[src/rtl/dbg_bus_byte_bridge.sv]
// Word-to-byte bridge: serialises each word write/read from the debug bus master
// into DATA_BYTES single-byte accesses on a 1-cycle-latency byte memory.
module dbg_bus_byte_bridge #(
    parameter int ADDR_WIDTH = 8,
    parameter int DATA_BYTES = 4,
    parameter int BIG_ENDIAN = 0
) (
    input  logic                                     clk,
    input  logic                                     rst,
    input  logic                                     wreq,
    output logic                                     wgnt,
    input  logic [ADDR_WIDTH-1:0]                    waddr,
    input  logic [8*DATA_BYTES-1:0]                  wdata,
    input  logic                                     rreq,
    output logic                                     rgnt,
    input  logic [ADDR_WIDTH-1:0]                    raddr,
    output logic [8*DATA_BYTES-1:0]                  rdata,
    output logic                                     busy,
    output logic                                     mem_we,
    output logic [ADDR_WIDTH+$clog2(DATA_BYTES)-1:0] mem_addr,
    output logic [7:0]                               mem_wdata,
    input  logic [7:0]                               mem_rdata
);

    localparam int DW = 8 * DATA_BYTES;
    localparam int CW = $clog2(DATA_BYTES);
    localparam int BW = ADDR_WIDTH + CW;
    localparam logic [CW-1:0] LAST = CW'(DATA_BYTES - 1);

    typedef enum logic [2:0] {
        S_IDLE    = 3'd0,
        S_WR      = 3'd1,
        S_RD      = 3'd2,
        S_RD_LAST = 3'd3,
        S_DONE    = 3'd4
    } state_t;

    state_t                  state_q;
    logic [ADDR_WIDTH-1:0]   addr_q;
    logic [DW-1:0]           wbuf_q;
    logic [DW-1:0]           asm_q;
    logic [CW-1:0]           cnt_q;
    logic                    wgnt_q;
    logic                    rgnt_q;
    logic                    busy_q;
    logic                    mem_we_q;
    logic [BW-1:0]           mem_addr_q;
    logic [7:0]              mem_wdata_q;
    logic [DW-1:0]           rdata_q;

    logic [CW-1:0]           cap_idx_d;
    logic [CW-1:0]           cnt_nxt_d;
    logic [DW-1:0]           asm_d;

    // Byte k of a word lives in lane k (little endian) or lane DATA_BYTES-1-k (big endian).
    function automatic logic [CW-1:0] lane_of(input logic [CW-1:0] k);
        logic [CW-1:0] lane;
        if (BIG_ENDIAN != 0) begin
            lane = LAST - k;
        end else begin
            lane = k;
        end
        return lane;
    endfunction

    function automatic logic [7:0] get_byte(input logic [DW-1:0] w, input logic [CW-1:0] k);
        logic [7:0] b;
        b = 8'h00;
        for (int i = 0; i < DATA_BYTES; i++) begin
            if (CW'(i) == lane_of(k)) begin
                b = w[8*i +: 8];
            end
        end
        return b;
    endfunction

    function automatic logic [DW-1:0] put_byte(input logic [DW-1:0] w, input logic [CW-1:0] k,
                                               input logic [7:0] b);
        logic [DW-1:0] r;
        r = w;
        for (int i = 0; i < DATA_BYTES; i++) begin
            if (CW'(i) == lane_of(k)) begin
                r[8*i +: 8] = b;
            end
        end
        return r;
    endfunction

    // Returning byte index: memory data lags the presented address by one cycle.
    always_comb begin
        if (state_q == S_RD_LAST) begin
            cap_idx_d = cnt_q;
        end else begin
            cap_idx_d = cnt_q - CW'(1);
        end
        cnt_nxt_d = cnt_q + CW'(1);
        asm_d     = put_byte(asm_q, cap_idx_d, mem_rdata);
    end

    // Bridge FSM with all bus and memory outputs registered.
    always_ff @(posedge clk) begin
        if (rst) begin
            state_q     <= S_IDLE;
            addr_q      <= '0;
            wbuf_q      <= '0;
            asm_q       <= '0;
            cnt_q       <= '0;
            wgnt_q      <= 1'b0;
            rgnt_q      <= 1'b0;
            busy_q      <= 1'b0;
            mem_we_q    <= 1'b0;
            mem_addr_q  <= '0;
            mem_wdata_q <= 8'h00;
            rdata_q     <= '0;
        end else begin
            case (state_q)
                S_IDLE: begin
                    // Write wins a tie; the master keeps the read request up meanwhile.
                    if (wreq) begin
                        addr_q      <= waddr;
                        wbuf_q      <= wdata;
                        cnt_q       <= '0;
                        mem_we_q    <= 1'b1;
                        mem_addr_q  <= {waddr, {CW{1'b0}}};
                        mem_wdata_q <= get_byte(wdata, '0);
                        busy_q      <= 1'b1;
                        state_q     <= S_WR;
                    end else if (rreq) begin
                        addr_q     <= raddr;
                        asm_q      <= '0;
                        cnt_q      <= '0;
                        mem_addr_q <= {raddr, {CW{1'b0}}};
                        busy_q     <= 1'b1;
                        state_q    <= S_RD;
                    end else begin
                        busy_q <= 1'b0;
                    end
                end
                S_WR: begin
                    if (cnt_q == LAST) begin
                        mem_we_q <= 1'b0;
                        wgnt_q   <= 1'b0;
                        state_q  <= S_DONE;
                    end else begin
                        cnt_q       <= cnt_nxt_d;
                        mem_addr_q  <= {addr_q, cnt_nxt_d};
                        mem_wdata_q <= get_byte(wbuf_q, cnt_nxt_d);
                        wgnt_q      <= (cnt_nxt_d == LAST);
                    end
                end
                S_RD: begin
                    if (cnt_q != '0) begin
                        asm_q <= asm_d;
                    end
                    if (cnt_q == LAST) begin
                        rgnt_q  <= 1'b1;
                        state_q <= S_RD_LAST;
                    end else begin
                        cnt_q      <= cnt_nxt_d;
                        mem_addr_q <= {addr_q, cnt_nxt_d};
                    end
                end
                S_RD_LAST: begin
                    asm_q   <= asm_d;
                    rdata_q <= asm_d;
                    rgnt_q  <= 1'b0;
                    state_q <= S_DONE;
                end
                S_DONE: begin
                    busy_q  <= 1'b0;
                    state_q <= S_IDLE;
                end
                default: begin
                    wgnt_q   <= 1'b0;
                    rgnt_q   <= 1'b0;
                    mem_we_q <= 1'b0;
                    busy_q   <= 1'b0;
                    state_q  <= S_IDLE;
                end
            endcase
        end
    end

    assign wgnt      = wgnt_q;
    assign rgnt      = rgnt_q;
    assign busy      = busy_q;
    assign rdata     = rdata_q;
    assign mem_we    = mem_we_q;
    assign mem_addr  = mem_addr_q;
    assign mem_wdata = mem_wdata_q;

endmodule

[config.mk]
export PLATFORM = sky130hd
export DESIGN_NAME = dbg_bus_byte_bridge
export DESIGN_NICKNAME = d
export VERILOG_FILES = /design/src/rtl/dbg_bus_byte_bridge.sv
export SDC_FILE = /design/constraint.sdc
export NUM_CORES = 1
export LEC_CHECK = 0
export BUFFER_PORTS_ARGS = -buffer_cell sky130_fd_sc_hd__buf_4
export CORE_ASPECT_RATIO = 0.7
export CORE_UTILIZATION = 37
export DETAILED_ROUTE_END_ITERATION = 16
export SETUP_SLACK_MARGIN = 0.02
export SLEW_MARGIN = 10
export SYNTH_ARGS = -nofsm -noshare
export SYNTH_HDL_FRONTEND = slang
export SYNTH_SLANG_ARGS = --single-unit
[constraint.sdc]
create_clock -name clk -period 3 [get_ports clk]
set_input_delay 0.3 -clock clk [delete_from_list [all_inputs] [get_ports clk]]
set_output_delay 0.3 -clock clk [all_outputs]
set_load 0.01 [all_outputs]
Word level (Yosys, flattened, before mapping). Cells that the tools add are included. Widths: inputs -> output; s select.

$add $sub $neg: 2. Eq/ne operators: 24. Muxes and demuxes: 50. Bitwise operators: 2. Reduce and logical (&&, ||, !) cells: 22.

Operators with widths (count): $mux 8 (16); $mux 32 (3); $pmux 32 s3 (1); $mux 10 (3); $pmux 10 s2 (1); $mux 2 (9); $ne 2x2->1 const B (8); $pmux 8 s2 (1); $eq 2x2->1 const A (6); $mux 3 (4); $pmux 3 s4 (1); $reduce_and 3->1 (4); $reduce_or 3->1 (3); $reduce_bool 2->1 (4); $eq 1x2->1 const A (3); $eq 3x2->1 const B (2); $logic_not 2->1 (3); $mux 1 (6); $pmux 1 s2 (3); $reduce_and 2->1 (3); $eq 2x2->1 const B (2); $pmux 2 s2 (1); $reduce_and 4->1 (1); $reduce_or 4->1 (1); other kinds (10) (11).

Bits in registers: 131. Output and inout port bits: 54.

Logic depth before layout (Yosys ltp). Gate-level depths: netlist of the first run.

Word-level depth: 11. Gate-level depth with buffers: 9.

Least setup slack after synthesis of the first run. Ideal clock, no wire load.

Kind: reg2reg. Start: register cnt_q[0]. End: register asm_q[10]. Data arrival time: 2.056 ns. Required time: 2.883 ns. Slack: 0.827 ns. Cell stages (with the launch flop): 9. Buffers on the path: 2. Path through: dfxtp_1 > buf_2 > inv_2 > ha_1 > nor2b_1 > mux2_4 > nor2b_1 > buf_2 > a22o_1.

Cells in the longest elaborated chain, start to end: 6. Elaborated cells on any way between the ends: 9. Classes of those cells: add/sub (1); eq/ne (2); mux (4); reduce/logical (2).

RTL lines: from (decl) (line 42) `logic [CW-1:0] cnt_q;`; from (signal assigned) (line 145) `cnt_q <= cnt_nxt_d;`; from (signal assigned) (line 159) `cnt_q <= cnt_nxt_d;`; $sub 2x1->2 (line 94) `cap_idx_d = cnt_q - CW'(1);`; $mux 2 (line 91) `if (state_q == S_RD_LAST) begin`; $eq 1x2->1 (line 82) `if (CW'(i) == lane_of(k)) begin`; $mux 8 (line 82); $mux 32 (line 152) `if (cnt_q != '0) begin`; $pmux 32 s3 (line 116) `case (state_q)`; to (signal assigned) (line 153) `asm_q <= asm_d;`; to (signal assigned) (line 164) `asm_q <= asm_d;`; to (decl) (line 41) `logic [DW-1:0] asm_q;`.

Parallel ways exist; a longest one is shown, timed or not. The select of a mux whose other input is x is not followed. A chain may end at the register's enable or synchronous reset.

Worst setup path after layout of the first run.
Start: register state_q[1]. End: register asm_q[4].

Cells in the longest elaborated chain, start to end: 6. Elaborated cells on any way between the ends: 13. Classes of those cells: eq/ne (5); mux (4); reduce/logical (4).

RTL lines: from (decl) (line 38) `state_t state_q;`; from (signal assigned) (line 103) `state_q <= S_IDLE;`; from (signal assigned) (line 127) `state_q <= S_WR;`; from (signal assigned) (line 134) `state_q <= S_RD;`; $eq 3x2->1 (line 91, 116); $mux 2 (line 91); $logic_not 2->1 (line 82); $mux 8 (line 82); $mux 32 (line 152); $pmux 32 s3 (line 116).

Parallel ways exist; a longest one is shown, timed or not. The select of a mux whose other input is x is not followed.

==> impl_results.md, run 1 <==
* Worst EP required at 3360 ps
* Top-count cell post-synth: dfxtp_1
* FF+latch count, synth at 129
* Setup crit end: asm_q[4]
* Worst Setup SP: state_q[1]
* Worst-skew pair later-pin latency at 410 ps
* Total Power at 4.62 mW
* Synthesized cell area at 0.00579 sq mm
* PostCTS Resize Cnt at 0
* Layout cells sized above 1 at 24.2%
* H-tree levels at 4
* Yosys cell types at 56
* Post-synth EDFFs at 0
* CP Data Arrival Time at 2780 ps
* IR drop worst, VDD at 293 uV
* Total gr overflow at 0
* Power Dens Cells at 640 mW/mm^2
* Synth Flop Type: dfxtp_1
* Area post-placement at 0.00665 sq mm
* Starting Density at 38.6%
* Crit. End Element: flip-flop
* 1st-pass router iterations at 5
* Syn avg cell area at 8.87 sq um
* Detailed Route Iter0 Violations at 384
* Largest net degree at the start of global routing at 54
* PortBufs at 113
* DP HPWL at 10.7 mm
* Area grow syn2layout at 24.7%
* Final hold viol count at 0
* Setup slack after placement at 576 ps
* Slew @ Worst Pin at 874 ps
* Hold_buf cts at 0
* Layout Cell Area excl Fill at 0.00721 sq mm
* FP Rows at 37
* Die width at 151 um
* RSZ-0062 raised after global routing: false
* Clk sink count at 129
* Max-slew headroom at 41.7%
* Final period util at 80.8%
* Worst reg2reg path depth at 4
* Drt wl/cell at 16.5 um
* Boundary Pins at 114
* Synth cell count leaders: dfxtp_1 (129), nand2_1 (113), nor2_1 (58), a21oi_1 (37), a22o_1 (33)
* Critical R2R Capture: asm_q[4]
* Setup TNS at 0 ps
* CTS tree: built
* Post-CTS Setup Inserts at 0
* Yosys top cell area share at 44.6%
* Final #Nets at 800
* Setup slack after layout at 575 ps
* Fmax at 412 MHz
* Total Routing Usage GR at 19.8%
* Maxcap violations at 0
* Drt drc at 0
* Final Slew Violations at 0
* Worst reg-to-reg setup slack at 570 ps
* Clk_skew at 6.77 ps
* Worst reg2reg startpoint: state_q[1]
* Vias per std cell at 5.37
* Sequential share of the synthesized area at 44.6%
* Die Y at 107 um
* Routed WL at 15.5 mm
* Area leader, netlist: dfxtp_1
* Max Root-Sink Buffers at 2
* CTS root buf: clkbuf_16
* Warnings, synthesis at 0
* Clock transition at the registers of the reported paths at 60 ps
* Min Clock Period, post-route at 2430 ps
* Core Util, Final at 48.1%
* Post-DRT Antenna Nets at 0
* Worst hold-check path type: in -> reg
* LEAKAGE at 2.76 nW
* CORE AREA at 0.0150 sq mm
* Worst Setup Start Kind: flip-flop
* Post-Syn Instances at 652
* Die area at 0.0161 sq mm
* Setup CP Type: reg -> reg
* Gpl congestion at 0.845
* Routed vias at 5,047
* Initial antenna violation count at 0
* Critical Path Fanout Max at 36
* Status: finished, final reports clean
* Diode count at 0
* Synth async-reset ratio at 0%
* First-pass GRT wire length at 24.7 mm
* Net Count, Synth at 719
* Vias in the first global route at 4,835
* CTS Buf Count at 17
* Largest cells by area after synthesis: dfxtp_1 (45%), nand2_1 (7.3%), a22o_1 (5.0%)
* Final setup vio count at 0
==> per-stage QoR <==
stage	instances	hold WS, ps
after floorplan	652	436
after global placement	909	444
after detailed placement	909	447
after CTS	939	121
after global routing	939	137
final	939	131
==> critical path: stages, from the launching register on <==
cell and delay, ps:
dfxtp_1 890, and3b_4 620, nand3_2 270, a21oi_2 380
a22o_1 200
==> routing by layer <==
metal / share of wire [%] / global-route usage (%)
met3: 7.1 / 3.87
met1: 48 / 28.1
met5: 0 / 0
met2: 43 / 28.8
met4: 2.1 / 8.93
==> state kept, by name (all words and copies together) (netlist names) <==
register and count:
mem_we 1, addr_q 8, busy 1, rgnt 1
wbuf_q 32, mem_addr 9, asm_q 32, mem_wdata 8
cnt_q 1, wgnt 1, rdata 32, state_q 3
==> layout by cell type, fill, tap and decap left out, types with 19 or more instances in the layout <==
master,Yosys,final
o21ai_0,25,25
a21oi_1,37,37
a211oi_1,23,23
buf_4,5,123
nand3_1,19,19
nand2_1,113,113
a311oi_1,24,24
mux2i_1,26,26
nor2_1,58,58
dfxtp_1,129,129
a22o_1,33,33
==> how the worst min path moves through the flow <==
| stage | from | endpoint | slack [ps] | depth (start not counted) |
|---|---|---|---|---|
| CTS | wdata[15] | wbuf_q[15] | 120 | 3 |
| global route | wdata[15] | wbuf_q[15] | 140 | 3 |
| detailed placement | wbuf_q[0] | wbuf_q[0] | 450 | 2 |
| global placement | wbuf_q[4] | wbuf_q[4] | 440 | 2 |
| finish | wdata[15] | wbuf_q[15] | 130 | 3 |
| floorplan | wdata[0] | wbuf_q[0] | 440 | 2 |
==> logic make-up after synthesis <==
logic type      synth area share [%]
compound gates                  23.4
xor+xnor                       0.281
fa+ha+maj                       1.51
buf+inv                         5.56
flops                           44.6
mux                             5.21
simple gates                    19.4
==> report_power, final <==
part / switching, mW / leakage [nW] / internal [mW]
sequential: 0.0808 / 1.05 / 1.82
clock: 0.775 / 0.267 / 1.21
combinational: 0.412 / 1.44 / 0.316
==> area by class of cell <==
| cell class | count | area [sq um] |
|---|---|---|
| Fill cell | 1426 | 7790 |
| Clock inverter | 13 | 140 |
| Tap cell | 195 | 244 |
| Sequential cell | 129 | 2580 |
| Multi-Input combinational cell | 458 | 2880 |
| Timing Repair Buffer | 123 | 923 |
| Inverter | 4 | 15.0 |
| Clock buffer | 17 | 425 |
(Power assumes the default switching activity.)
==> run 2, diff against run 1 <==
==> constraint.sdc (replaced) <==
create_clock -name clk -period 2.25 [get_ports clk]
set_input_delay 0.225 -clock clk [delete_from_list [all_inputs] [get_ports clk]]
set_output_delay 0.225 -clock clk [all_outputs]
set_load 0.01 [all_outputs]
==> impl_results.md, run 2 (synthesized netlist as in run 1, its figures left out) <==
* CTS root buf: clkbuf_16
* Vias in the first global route at 4,844 (+0.19%)
* Crit. End Element: flip-flop
* Detailed Route Iter0 Violations at 344 (-10%)
* Total gr overflow at 0 (unchanged)
* Gpl congestion at 0.940 (+11%)
* Total Routing Usage GR at 20.1% (+0.24 points)
* Slew @ Worst Pin at 701 ps (-173 ps)
* Routed WL at 15.5 mm (+0.21%)
* LEAKAGE at 2.81 nW (+1.6%)
* Largest net degree at the start of global routing at 45 (-17%)
* PortBufs at 113 (unchanged)
* RSZ-0062 raised after global routing: false
* Final #Nets at 806 (+0.75%)
* Layout cells sized above 1 at 25.3% (+1.1 points)
* CP Data Arrival Time at 2310 ps (-470 ps)
* FP Rows at 37 (unchanged)
* Clk_skew at 12.4 ps (+5.61 ps)
* Maxcap violations at 0 (unchanged)
* First-pass GRT wire length at 24.9 mm (+1.0%)
* 1st-pass router iterations at 5 (unchanged)
* Post-CTS Setup Inserts at 0 (unchanged)
* Most frequent cells in the layout: dfxtp_1 (128), buf_4 (128), nand2_1 (113)
* Setup slack after layout at 239 ps (-336 ps)
* Initial antenna violation count at 0 (unchanged)
* Worst-skew pair later-pin latency at 420 ps (about the same)
* Vias per std cell at 5.37 (-0.17%)
* Boundary Pins at 114 (unchanged)
* Final Slew Violations at 0 (unchanged)
* Worst reg2reg startpoint: cnt_q[0]
* Worst EP required at 2550 ps (-810 ps)
* Clock transition at the registers of the reported paths at 60 ps (about the same)
* H-tree levels at 4 (unchanged)
* Post-Place Cells at 915 (+0.66%)
* PostCTS Resize Cnt at 0 (unchanged)
* IR drop worst, VDD at 474 uV (+62%)
* CTS Buf Count at 17 (unchanged)
* Final period util at 89.4% (+8.5 points)
* Diode count at 0 (unchanged)
* Fillers at 1,449 (+1.6%)
* Setup slack after placement at 179 ps (-397 ps)
* CTS tree: built
* CORE AREA at 0.0150 sq mm (unchanged)
* Area post-placement at 0.00670 sq mm (+0.87%)
* Setup TNS at 0 ps (unchanged)
* Drt wl/cell at 16.4 um (-0.53%)
* Final setup vio count at 0 (unchanged)
* Max Root-Sink Buffers at 2 (unchanged)
* Post-route non-filler standard cell count at 946 (+0.75%)
* Max-slew headroom at 53.1% (+11 points)
* Die Y at 107 um (unchanged)
* Core Util, Final at 48.7% (+0.58 points)
* Footprint of the multi-input gates at 0.00289 sq mm (+0.17%)
* Post-DRT Antenna Nets at 0 (unchanged)
* FF+latch area at 0.00258 sq mm (about the same)
* Worst Setup Start Kind: flip-flop
* Min Clock Period, post-route at 2010 ps (-414 ps)
* Fmax at 497 MHz (+21%)
* Status: finished, final reports clean
* Worst Setup SP: cnt_q[0]
* Worst hold-check path type: in -> reg
* Worst reg-to-reg setup slack at 240 ps (-340 ps)
* Worst Hold Launch: wdata[11]
* Die width at 151 um (unchanged)
* Area grow syn2layout at 26.1%
* Clk sink count at 129 (unchanged)
* Final hold viol count at 0 (unchanged)
* Hold_buf cts at 0 (unchanged)
* Power Dens Cells at 856 mW/mm^2 (+34%)
* Routed vias at 5,076 (+0.57%)
* Critical Path Fanout Max at 8 (-78%)
* Die area at 0.0161 sq mm (unchanged)
* Setup CP Type: reg -> reg
* Layout Cell Area excl Fill at 0.00730 sq mm (+1.2%)
* Drt drc at 0 (unchanged)
* Starting Density at 38.6% (unchanged)
* DP HPWL at 10.9 mm (+1.4%)
-- run 2: cell types whose count changed in the layout (fill, tap and decap cells not counted), sizes merged --
cell    previous run  this run
clkbuf            17        19
inv                6         5
buf              123       129
-- run 2: critical path, stage by stage (launching register included) --
cell and delay (ps):
dfxtp_1 440, inv_2 130, ha_1 420, o21ba_2 240, o211ai_1 180, a31oi_2 220, a22o_1 280
-- run 2: path summary, 6_finish.rpt --
check,end,depth (start not counted)
setup reg to reg,asm_q[28],6
hold reg to reg,wbuf_q[7],2
setup / recovery,asm_q[28],6
hold / removal,wbuf_q[11],3
-- run 2: area by class of cell --
cell class	count	area share, %
tap	195	3.34
inverter	4	0.206
clock buffer	19	6.21
sequential	129	35.4
multi-input combinational	458	39.6
clock inverter	12	1.85
timing repair buffer	129	13.4
-- run 2: metrics by stage --
step | hold slack [ps] | total power, mW
after floorplan | 361 | 3.20
after global placement | 443 | 3.54
after detailed placement | 447 | 3.56
after CTS | 44.3 | 6.29
after global routing | 53.1 | 6.51
final | 51.5 | 6.25
-- run 2: metal layers --
metal  global-route usage (%)  vias up  part of all wire (%)
met1                     29.3     2415                    50
met4                     5.71        0                  0.79
met2                     28.8      149                    43
met5                        0        -                     0
met3                     4.98       10                   6.6
li1                         -     2502                     -
-- run 2: power by group --
part	leakage, nW	total, mW	switching, mW	internal [mW]
Clock	0.277	2.73	1.05	1.69
Sequential	1.05	2.51	0.0897	2.42
Combinational	1.48	1.00	0.570	0.431
Total	2.81	6.25	1.71	4.54
